--- config.mk ---
export PLATFORM = sky130hd
export DESIGN_NAME = aes_cipher_collector
export DESIGN_NICKNAME = d
export VERILOG_FILES = /design/src/rtl/aes_cipher_collector_pkg.sv /design/src/rtl/aes_cipher_collector_fifo.sv /design/src/rtl/aes_cipher_collector.sv
export SDC_FILE = /design/constraint.sdc
export NUM_CORES = 1
export LEC_CHECK = 0
export BUFFER_PORTS_ARGS = -buffer_cell sky130_fd_sc_hd__buf_2
export CAP_MARGIN = 10
export CORE_ASPECT_RATIO = 0.8
export CORE_MARGIN = 10
export CORE_UTILIZATION = 25
export DETAILED_ROUTE_END_ITERATION = 12
export GPL_TIMING_DRIVEN = 1
export SLEW_MARGIN = 5
export SYNTH_ARGS = -nofsm -noshare
export SYNTH_HDL_FRONTEND = slang
export SYNTH_SLANG_ARGS = --single-unit
--- constraint.sdc ---
create_clock -name clk -period 38 [get_ports clk]
set_clock_uncertainty 0.1 [all_clocks]
set_input_delay 5.7 -clock clk [delete_from_list [all_inputs] [get_ports clk]]
set_output_delay 5.7 -clock clk [all_outputs]
set_load 0.01 [all_outputs]
--- src/rtl/aes_cipher_collector_pkg.sv ---
// rtl/aes_cipher_collector_pkg.sv - shared widths, block type and byte-insertion helper
package aes_cipher_collector_pkg;
  localparam int AES_BLOCK_W = 128;
  localparam int AES_BYTES   = 16;
  localparam int AES_IDX_W   = 4;

  typedef logic [AES_BLOCK_W-1:0] aes_block_t;

  // MSB-first shifts left so byte 0 ends at the top; LSB-first shifts right so byte 0 ends at [7:0]
  function automatic aes_block_t shift_in(aes_block_t cur, logic [7:0] b, logic msb_first);
    if (msb_first) return {cur[AES_BLOCK_W-9:0], b};
    else           return {b, cur[AES_BLOCK_W-1:8]};
  endfunction
endpackage

--- src/rtl/aes_cipher_collector_fifo.sv ---
// rtl/aes_cipher_collector_fifo.sv - circular buffer of completed 128-bit blocks
module aes_block_fifo
  import aes_cipher_collector_pkg::*;
#(
  parameter int DEPTH = 2
) (
  input  logic       clk,
  input  logic       rst_,
  input  logic       push,
  input  aes_block_t push_data,
  input  logic       pop,
  output aes_block_t head,
  output logic       full,
  output logic       empty
);
  localparam int PTR_W = $clog2(DEPTH);
  localparam int OCC_W = PTR_W + 1;

  aes_block_t       mem [DEPTH];
  logic [PTR_W-1:0] wr_ptr;
  logic [PTR_W-1:0] rd_ptr;
  logic [OCC_W-1:0] occupancy;
  logic             do_pop;
  logic             do_push;

  assign full    = (occupancy == OCC_W'(DEPTH));
  assign empty   = (occupancy == '0);
  assign do_pop  = pop && !empty;
  // a pop in the same edge frees the slot the write pointer lands on
  assign do_push = push && (!full || do_pop);
  assign head    = mem[rd_ptr];

  always_ff @(posedge clk) begin
    if (!rst_) begin
      wr_ptr    <= '0;
      rd_ptr    <= '0;
      occupancy <= '0;
      for (int i = 0; i < DEPTH; i++) mem[i] <= '0;
    end else begin
      if (do_push) begin
        mem[wr_ptr] <= push_data;
        wr_ptr      <= wr_ptr + PTR_W'(1);
      end
      if (do_pop) rd_ptr <= rd_ptr + PTR_W'(1);
      if (do_push && !do_pop)      occupancy <= occupancy + OCC_W'(1);
      else if (do_pop && !do_push) occupancy <= occupancy - OCC_W'(1);
    end
  end
endmodule

--- src/rtl/aes_cipher_collector.sv ---
// rtl/aes_cipher_collector.sv - reassembles engine bytes into 128-bit blocks for the host
module aes_cipher_collector
  import aes_cipher_collector_pkg::*;
#(
  parameter int DEPTH     = 2,
  parameter int MSB_FIRST = 1,
  parameter int CNT_W     = 16
) (
  input  logic                   clk,
  input  logic                   rst_,
  input  logic [7:0]             din,
  input  logic                   din_ok,
  output logic [AES_BLOCK_W-1:0] block_out,
  output logic                   block_valid,
  input  logic                   block_ready,
  output logic                   overflow,
  input  logic                   clr_overflow,
  output logic [CNT_W-1:0]       block_count,
  output logic                   busy
);
  logic [AES_IDX_W-1:0] idx;
  aes_block_t           shreg;
  aes_block_t           next_word;
  logic                 complete;
  logic                 pop;
  logic                 push_ok;
  logic                 full;
  logic                 empty;

  assign next_word   = shift_in(shreg, din, MSB_FIRST != 0);
  assign complete    = din_ok && (idx == AES_IDX_W'(AES_BYTES - 1));
  assign pop         = block_ready && !empty;
  assign push_ok     = complete && (!full || pop);
  assign block_valid = !empty;
  assign busy        = (idx != '0);

  aes_block_fifo #(.DEPTH(DEPTH)) u_fifo (
    .clk       (clk),
    .rst_      (rst_),
    .push      (complete),
    .push_data (next_word),
    .pop       (pop),
    .head      (block_out),
    .full      (full),
    .empty     (empty)
  );

  always_ff @(posedge clk) begin
    if (!rst_) begin
      idx         <= '0;
      shreg       <= '0;
      overflow    <= 1'b0;
      block_count <= '0;
    end else begin
      if (din_ok) begin
        shreg <= next_word;
        idx   <= idx + AES_IDX_W'(1);
      end
      // a dropped block outranks a clear arriving on the same edge
      if (complete && !push_ok) overflow <= 1'b1;
      else if (clr_overflow)    overflow <= 1'b0;
      if (push_ok) block_count <= block_count + CNT_W'(1);
    end
  end
endmodule

# == After elaboration in Yosys (flattened, before gate mapping) ==
# Memories as Yosys holds them, arrays and structs flattened. A register that Yosys moved wholly into a read port is not among the register bits.
# Cells that the tools add are included.
# totals
regBits,145
mem_bits_rw,256
inputBits,13
mem_count,1
# classes
n_addsub,6
eq_ne,2
n_mux,13
n_reduce_logical,20
# mem_list
memory,words,word_bits,read_ports,rd_clocked_by_memory_dff,wr,line,source
u_fifo.mem,2,128,1,1,2,aes_cipher_collector_fifo.sv:19,aes_block_t mem [DEPTH];
# ops
cell,n
two-way mux 128 bit,1
OR reduction 128 bit,1
"adder 16 x 1 -> 16 bit, second input constant",1
two-way mux 1 bit,10
logical AND 1 bit,8
logical NOT 1 bit,5
"adder 4 x 1 -> 4 bit, second input constant",1
"== test 4 bit, second input constant",1
two-way mux 2 bit,2
nonzero test 2 bit,2
nonzero test 4 bit,1
"adder 1 bit, second input constant",2
"adder 2 x 1 -> 2 bit, second input constant",1
"== test 2 bit, second input constant",1
logical NOT 2 bit,1
logical OR 1 bit,2
"subtractor 2 x 1 -> 2 bit, second input constant",1

# == Longest topological paths before layout ==
# Gate-level depths: netlist of the first run.
# depth
word_depth,11
mapped_depth,7
mapped_depth_nobuf,7

# == Cells and area by module ==
# From an unflattened synthesis of the first run, not the netlist that was laid out.
# hier_totals
cells_unflattened,1214
hier_area_um2,16866.2
# modules_own_cells
module,instances,cells_each,area_per_inst_um2,seq_area_each_um2
aes_block_fifo,1,712,11282.1,7787.5
aes_cipher_collector,1,502,5584.1,2822.7

# == Worst setup path before layout of the first run ==
# Ideal clock, no wire load.
# synth_timing
path_kind,input-to-reg
start,input din_ok
end,memory u_fifo.mem[0][0] (netlist bit) (enable)
setup_ns,0.803
arrival_time_ns,15.520
setup_slack_ns,21.577
path_stages,4
path_buffers,2
cell_sequence,buf_4 nand4_1 buf_2 o31ai_1
# synth_lines
element,line,source
"start, declared",aes_cipher_collector.sv:12,"input logic din_ok,"
"end, declared",aes_cipher_collector_fifo.sv:19,

==> reports/results.ini, run 1 <==
[logic_synthesis]
ys_seq_area_frac=0.6518
syn_area_mm2=0.01628
synth_edf_count=256
yosysTopAreaCell=edfxtp_1
yosysWarnings=0
synth_top_cells_by_area=edfxtp_1 (47%), dfxtp_1 (18%), and2_1 (9.9%)
synth_area_per_cell_um2=13.42
yosysUniqueCellTypes=37
synth_top_flop_cell=edfxtp_1
async_reset_ff_frac=0
syn_nets=1230
netlist_instances=1213
synth_seq_cells=402
netlist.area_leader.share=0.4722

[hold_path]
worstHoldPathCells=2
hp-class=flop to flop
whs_endpoint=block_count[12]
min-delay-start=block_count[12]

[route]
ant_nets=0
vias=9368
wl_met3_um=3024
met1_length_um=19180
met2_length_um=17780
first_pass_iters=4
drcViolationCount=0
routed.top_layer=met5
avgRoutedWirePerCell_um=18.16
drt-total-wl_um=40620
avgViaCountPerCell=4.188
drt-initial-drc-count=522

[critical_path]
r2r_cells=6
path_buf_inv=2
critPathMaxStageDelay_ns=0.91
crit_path_start=din_ok
rrSetupSlack_ns=33.69
crit_chain=clkbuf_8, nand4_1, nor2_2, and3_4, nand2b_4, buf_4
r2r_end=u_fifo.mem[1][56]
crit_family=simple AND/OR/NAND/NOR gates
worst_ep_arrival_time_ns=9.30
r2r_start=idx[0]
crit_path_end_kind=flop
critPathKind=input pin to flop
slowest_stage=nand2b_4
crit_required_ns=38.08
start_kind=input pin
path_max_fanout=73

[finish]
layoutNonFillerInstCount=2237
drive_above_1_share=0.2725
fillCellCount=6457
final_common_cell=and2_1
final_cell_mix=and2_1 (257), edfxtp_1 (256), buf_2 (158)
synthToLayoutAreaGrowth_pct=18.94
multiInputGateArea_mm2=0.005379
final_nets=1369
antennaDiodeCount=0
ff_latch_area_mm2=0.01061

[power_and_ir_drop]
cellPowerDensity_mw_per_mm2=47.64
irDropWorstVdd_v=0.00002899
p_leak_nw=7.509

[sta]
finalSetupViolations=0
slew-limit-headroom=0.2424
period_minus_slack_ns=9.220
finalCritPeriodShare=0.2426
worstMarginPinSlew_ns=1.136
rsz0062_at_grt=false
fmax_mhz=108.5
finalMaxSlewViolations=0
hold_viol=0
setup_tns_ns=0

[global_routing]
first_global_vias=9685
antenna_found_initial=1
track_usage=0.1047
grt_start_max_net_pins=98
grt_pass1_wl_um=61290
grt.overflow.total=0

[floorplan]
pin_count=160
initial_core_util=0.2532
core_mm2=0.06428
die_w_um=305.3
rows=83
die_y_um=248.2
dieArea_mm2=0.07579

[flow_run]
drv_cap=0

[clock_tree]
numCtsBuffers=43
clkSinkCount=402
post_cts_buffers=0
cts-resized-gates=0
ctsLongestPathBuffers=3
tritoncts=built
clk_pin_slew_ns=0.06
clkLatencyLatePin_ns=0.56
cts_root_buf=clkbuf_16
cts_hold_buf=0
h-tree-depth=2

[placed_design]
dp_hpwl_um=25780
dpl.cell_count=2157
routabilityCongestion=0.7201
port_buffers=159

[outcome]
status=completed

[worst register-to-register path, delay by kind of cell (launching register included)]
family,cells,cell delay (ns)
fa+ha+maj,1,0.18
simple gates,4,2.32
flops,1,0.39
buf+inv,1,0.88
[area by class of cell]
cell class | instances | area share
sequential | 402 | 0.5482
multi-input combinational | 729 | 0.2778
clock buffer | 61 | 0.06591
tap | 850 | 0.05493
timing repair buffer | 170 | 0.04582
clock inverter | 19 | 0.005945
inverter | 6 | 0.001422
[synth_stat cells (3+ instances only)]
cell type  number
a21oi_1         9
and2_1        257
buf_1          12
buf_2           3
clkbuf_1       59
dfxtp_1       146
edfxtp_1      256
ha_1            4
inv_1           5
mux2_2        128
mux2i_1       123
nand2_1        11
nand2b_1        3
nand3_1         6
nand4_1         3
nor2_1        135
nor4_1          5
o21ai_0         9
or3_1           6
xnor2_1         8
xor2_1          5
[sequential cells by signal (all words and copies together), names as in the netlist, named ones only]
register	count
overflow	1
u_fifo.mem	256
shreg	120
u_fifo.occupancy	2
u_fifo.wr_ptr	1
idx	4
u_fifo.rd_ptr	1
block_count	16
[power by group]
part / internal, W / leakage, nW / total, W / switching (W)
sequential: 0.000476 / 3.71 / 0.000480 / 0.00000411
combinational: 0.0000117 / 3.11 / 0.0000342 / 0.0000224
clock: 0.000235 / 0.693 / 0.000408 / 0.000173
[worst max-delay path by stage]
stage / endpoint / slack (ns) / cells after the start
after detailed placement: u_fifo.mem[1][48] / 28.13 / 6
after floorplan: u_fifo.mem[0][0] / 21.58 / 4
after CTS: u_fifo.mem[1][56] / 28.74 / 6
after global routing: u_fifo.mem[1][52] / 28.51 / 6
final: u_fifo.mem[1][56] / 28.78 / 6
after global placement: u_fifo.mem[1][52] / 28.24 / 6
[per-layer routing]
layer / GRT usage / vias up
met1: 0.1410 / 4638
met4: 0.02752 / 2
met5: 0 / -
met3: 0.03301 / 51
li1: - / 4493
met2: 0.1605 / 184
[logic make-up (layout without fill, tap and decap cells)]
kind of cell,after synthesis,in the layout,share of synthesized area
AND/OR/NAND/NOR,441,441,0.1478
flip-flops,402,402,0.6518
multiplexers,251,251,0.1642
buffers and inverters,82,256,0.01983
AO/OA/AOI/OAI,20,20,0.006379
XOR/XNOR,13,13,0.006994
adder cells (fa/ha/maj),4,4,0.003074
[stage by stage]
stage	util	hold WS (ns)	total power [W]	worst slack [ns]	area, um2
2_1_floorplan	-	0.3663	0.0005114	21.58	16280
3_3_place_gp	0.2796	0.3731	0.0005241	28.24	17970
3_5_place_dp	0.2796	0.3802	0.0005251	28.13	17970
4_1_cts	0.3012	0.3909	0.0009375	28.74	19360
5_1_grt	0.3012	0.4325	0.0009569	28.51	19360
6_report	0.3012	0.3891	0.0009224	28.78	19360
No activity file was read; power rests on OpenSTA's default activity.
==> inputs of run 2 (changes only) <==
Clock period 38 ns to 9.45 ns, I/O delays scaled along.
==> reports/results.ini, run 2 (same netlist as run 1, synthesis figures left out) <==
[outcome]
status=completed

[critical_path]
worst_ep_arrival_time_ns=4.96  ; -4.34 ns
path_max_fanout=75  ; +2.7%
rrSetupSlack_ns=5.17  ; -28.52 ns
start_kind=input pin
critPathKind=input pin to flop
crit_path_end_kind=flop
crit_required_ns=9.55  ; -28.53 ns

[sta]
finalSetupViolations=0  ; unchanged
finalMaxSlewViolations=0  ; unchanged
setup_tns_ns=0  ; unchanged
finalCritPeriodShare=0.5140
worstMarginPinSlew_ns=1.115  ; -0.02148 ns
rsz0062_at_grt=false
period_minus_slack_ns=4.858
hold_viol=0  ; unchanged
slew-limit-headroom=0.2567  ; +0.01432
fmax_mhz=205.9

[clock_tree]
cts_root_buf=clkbuf_16
h-tree-depth=2  ; unchanged
post_cts_buffers=0  ; unchanged
cts_hold_buf=0  ; unchanged
numCtsBuffers=44  ; +2.3%
clkLatencyLatePin_ns=0.56  ; about the same
clk_pin_slew_ns=0.06  ; about the same
ctsLongestPathBuffers=3  ; unchanged
tritoncts=built
clkSinkCount=402  ; unchanged
cts-resized-gates=0  ; unchanged

[power_and_ir_drop]
p_total_w=0.003785  ; +310%
power.share.switching=0.2160  ; -0.0002540
p_comb_frac=0.036  ; about the same
cellPowerDensity_mw_per_mm2=194.9  ; +310%
irDropWorstVdd_v=0.00009212  ; +220%
p_int_w=0.002967  ; +310%
p_clk_frac=0.453  ; +0.011
pwr-share-seq=0.510  ; -0.011
p_leak_nw=7.530  ; +0.29%
power.switching_w=0.0008174  ; +310%

[global_routing]
track_usage=0.1050  ; +0.0002945
grt.overflow.total=0  ; unchanged
grt_start_max_net_pins=81  ; -17%
first_global_vias=9397  ; -3.0%
grt_pass1_wl_um=61470  ; +0.29%
antenna_found_initial=0  ; -1

[finish]
final_cell_mix=and2_1 (257), edfxtp_1 (256), buf_2 (158)
final_common_cell=and2_1
synthToLayoutAreaGrowth_pct=19.30
drive_above_1_share=0.2714  ; -0.001112
stdcell_area_mm2=0.01942  ; +0.30%
reg_top3=u_fifo.mem: 256 flops, shreg: 120 flops, block_count: 16 flops
largest-register=u_fifo.mem
final_nets=1370  ; +0.073%
antennaDiodeCount=0  ; unchanged
largest_reg_flops=256  ; unchanged
fillCellCount=6440  ; -0.26%

[hold_path]
hp-class=flop to flop

[floorplan]
die_y_um=248.2  ; unchanged
initial_core_util=0.2532  ; unchanged
dieArea_mm2=0.07579  ; unchanged
pin_count=160  ; unchanged
die_w_um=305.3  ; unchanged
rows=83  ; unchanged
core_mm2=0.06428  ; unchanged

[placed_design]
port_buffers=159  ; unchanged
dp_hpwl_um=25870  ; +0.35%
routabilityCongestion=0.7294  ; +1.3%
placed_area_mm2=0.01798  ; about the same

[route]
drcViolationCount=0  ; unchanged
drt-initial-drc-count=538  ; +3.1%
first_pass_iters=4  ; unchanged
ant_nets=0  ; unchanged
avgRoutedWirePerCell_um=18.26  ; +0.57%
avgViaCountPerCell=4.207  ; +0.47%
vias=9420  ; +0.56%
drt-total-wl_um=40890  ; +0.66%

[flow_run]
drv_cap=0  ; unchanged

run 2: changes by cell type in the layout (fill, tap and decap cells not counted):
cell	delta
clkinv_2	-1
clkinv_8	-1
clkbuf_8	-6
clkbuf_16	+1
clkbuf_1	+5
clkinv_1	-2
bufinv_16	+3
inv_6	+2
buf_12	+1
inv_4	+1
buf_4	-1
run 2: critical path, stage by stage:
cell      delay [ns]
clkbuf_8        0.26
nand4_1         0.62
nor2_2          0.50
and3_4          0.72
nand2b_4        0.81
buf_12          0.46
run 2: power groups by stage:
stage                     registers, W  logic (W)  clock network [W]
final                          0.00193   0.000138            0.00172
after detailed placement       0.00197   0.000143                  0
after global placement         0.00197   0.000142                  0
after global routing           0.00194   0.000151            0.00184
after floorplan                0.00197  0.0000837                  0
after CTS                      0.00193   0.000144            0.00177
run 2: per-layer routing:
layer | track usage | part of all wire
met1 | 0.1456 | 0.48
met2 | 0.1574 | 0.44
met3 | 0.03200 | 0.063
met4 | 0.02580 | 0.013
met5 | 0 | 0
run 2: metrics by stage:
step / hold WS [ns] / setup slack [ns] / std cells / util
2_1_floorplan: 0.3663 / 1.341 / 1213 / -
3_3_place_gp: 0.3757 / 4.037 / 2157 / 0.2797
3_5_place_dp: 0.3838 / 3.947 / 2157 / 0.2797
4_1_cts: 0.3933 / 4.546 / 2239 / 0.3021
5_1_grt: 0.4205 / 4.243 / 2239 / 0.3021
6_report: 0.3947 / 4.592 / 2239 / 0.3021
run 2: final cells by class:
| type | count | area, um2 | share of cell area |
|---|---|---|---|
| sequential | 402 | 10610 | 0.5465 |
| multi-input combinational | 729 | 5379 | 0.2770 |
| clock buffer | 61 | 1237 | 0.06372 |
| tap | 850 | 1064 | 0.05476 |
| timing repair buffer | 170 | 899.6 | 0.04632 |
| clock inverter | 21 | 202.7 | 0.01044 |
| inverter | 6 | 25.02 | 0.001288 |
run 2: worst paths after layout:
kind                    from                 to  depth (start not counted)
max reg2reg           idx[0]  u_fifo.mem[1][13]                          6
min          block_count[12]    block_count[12]                          2
min reg2reg  block_count[12]    block_count[12]                          2
max                   din_ok  u_fifo.mem[1][13]                          6
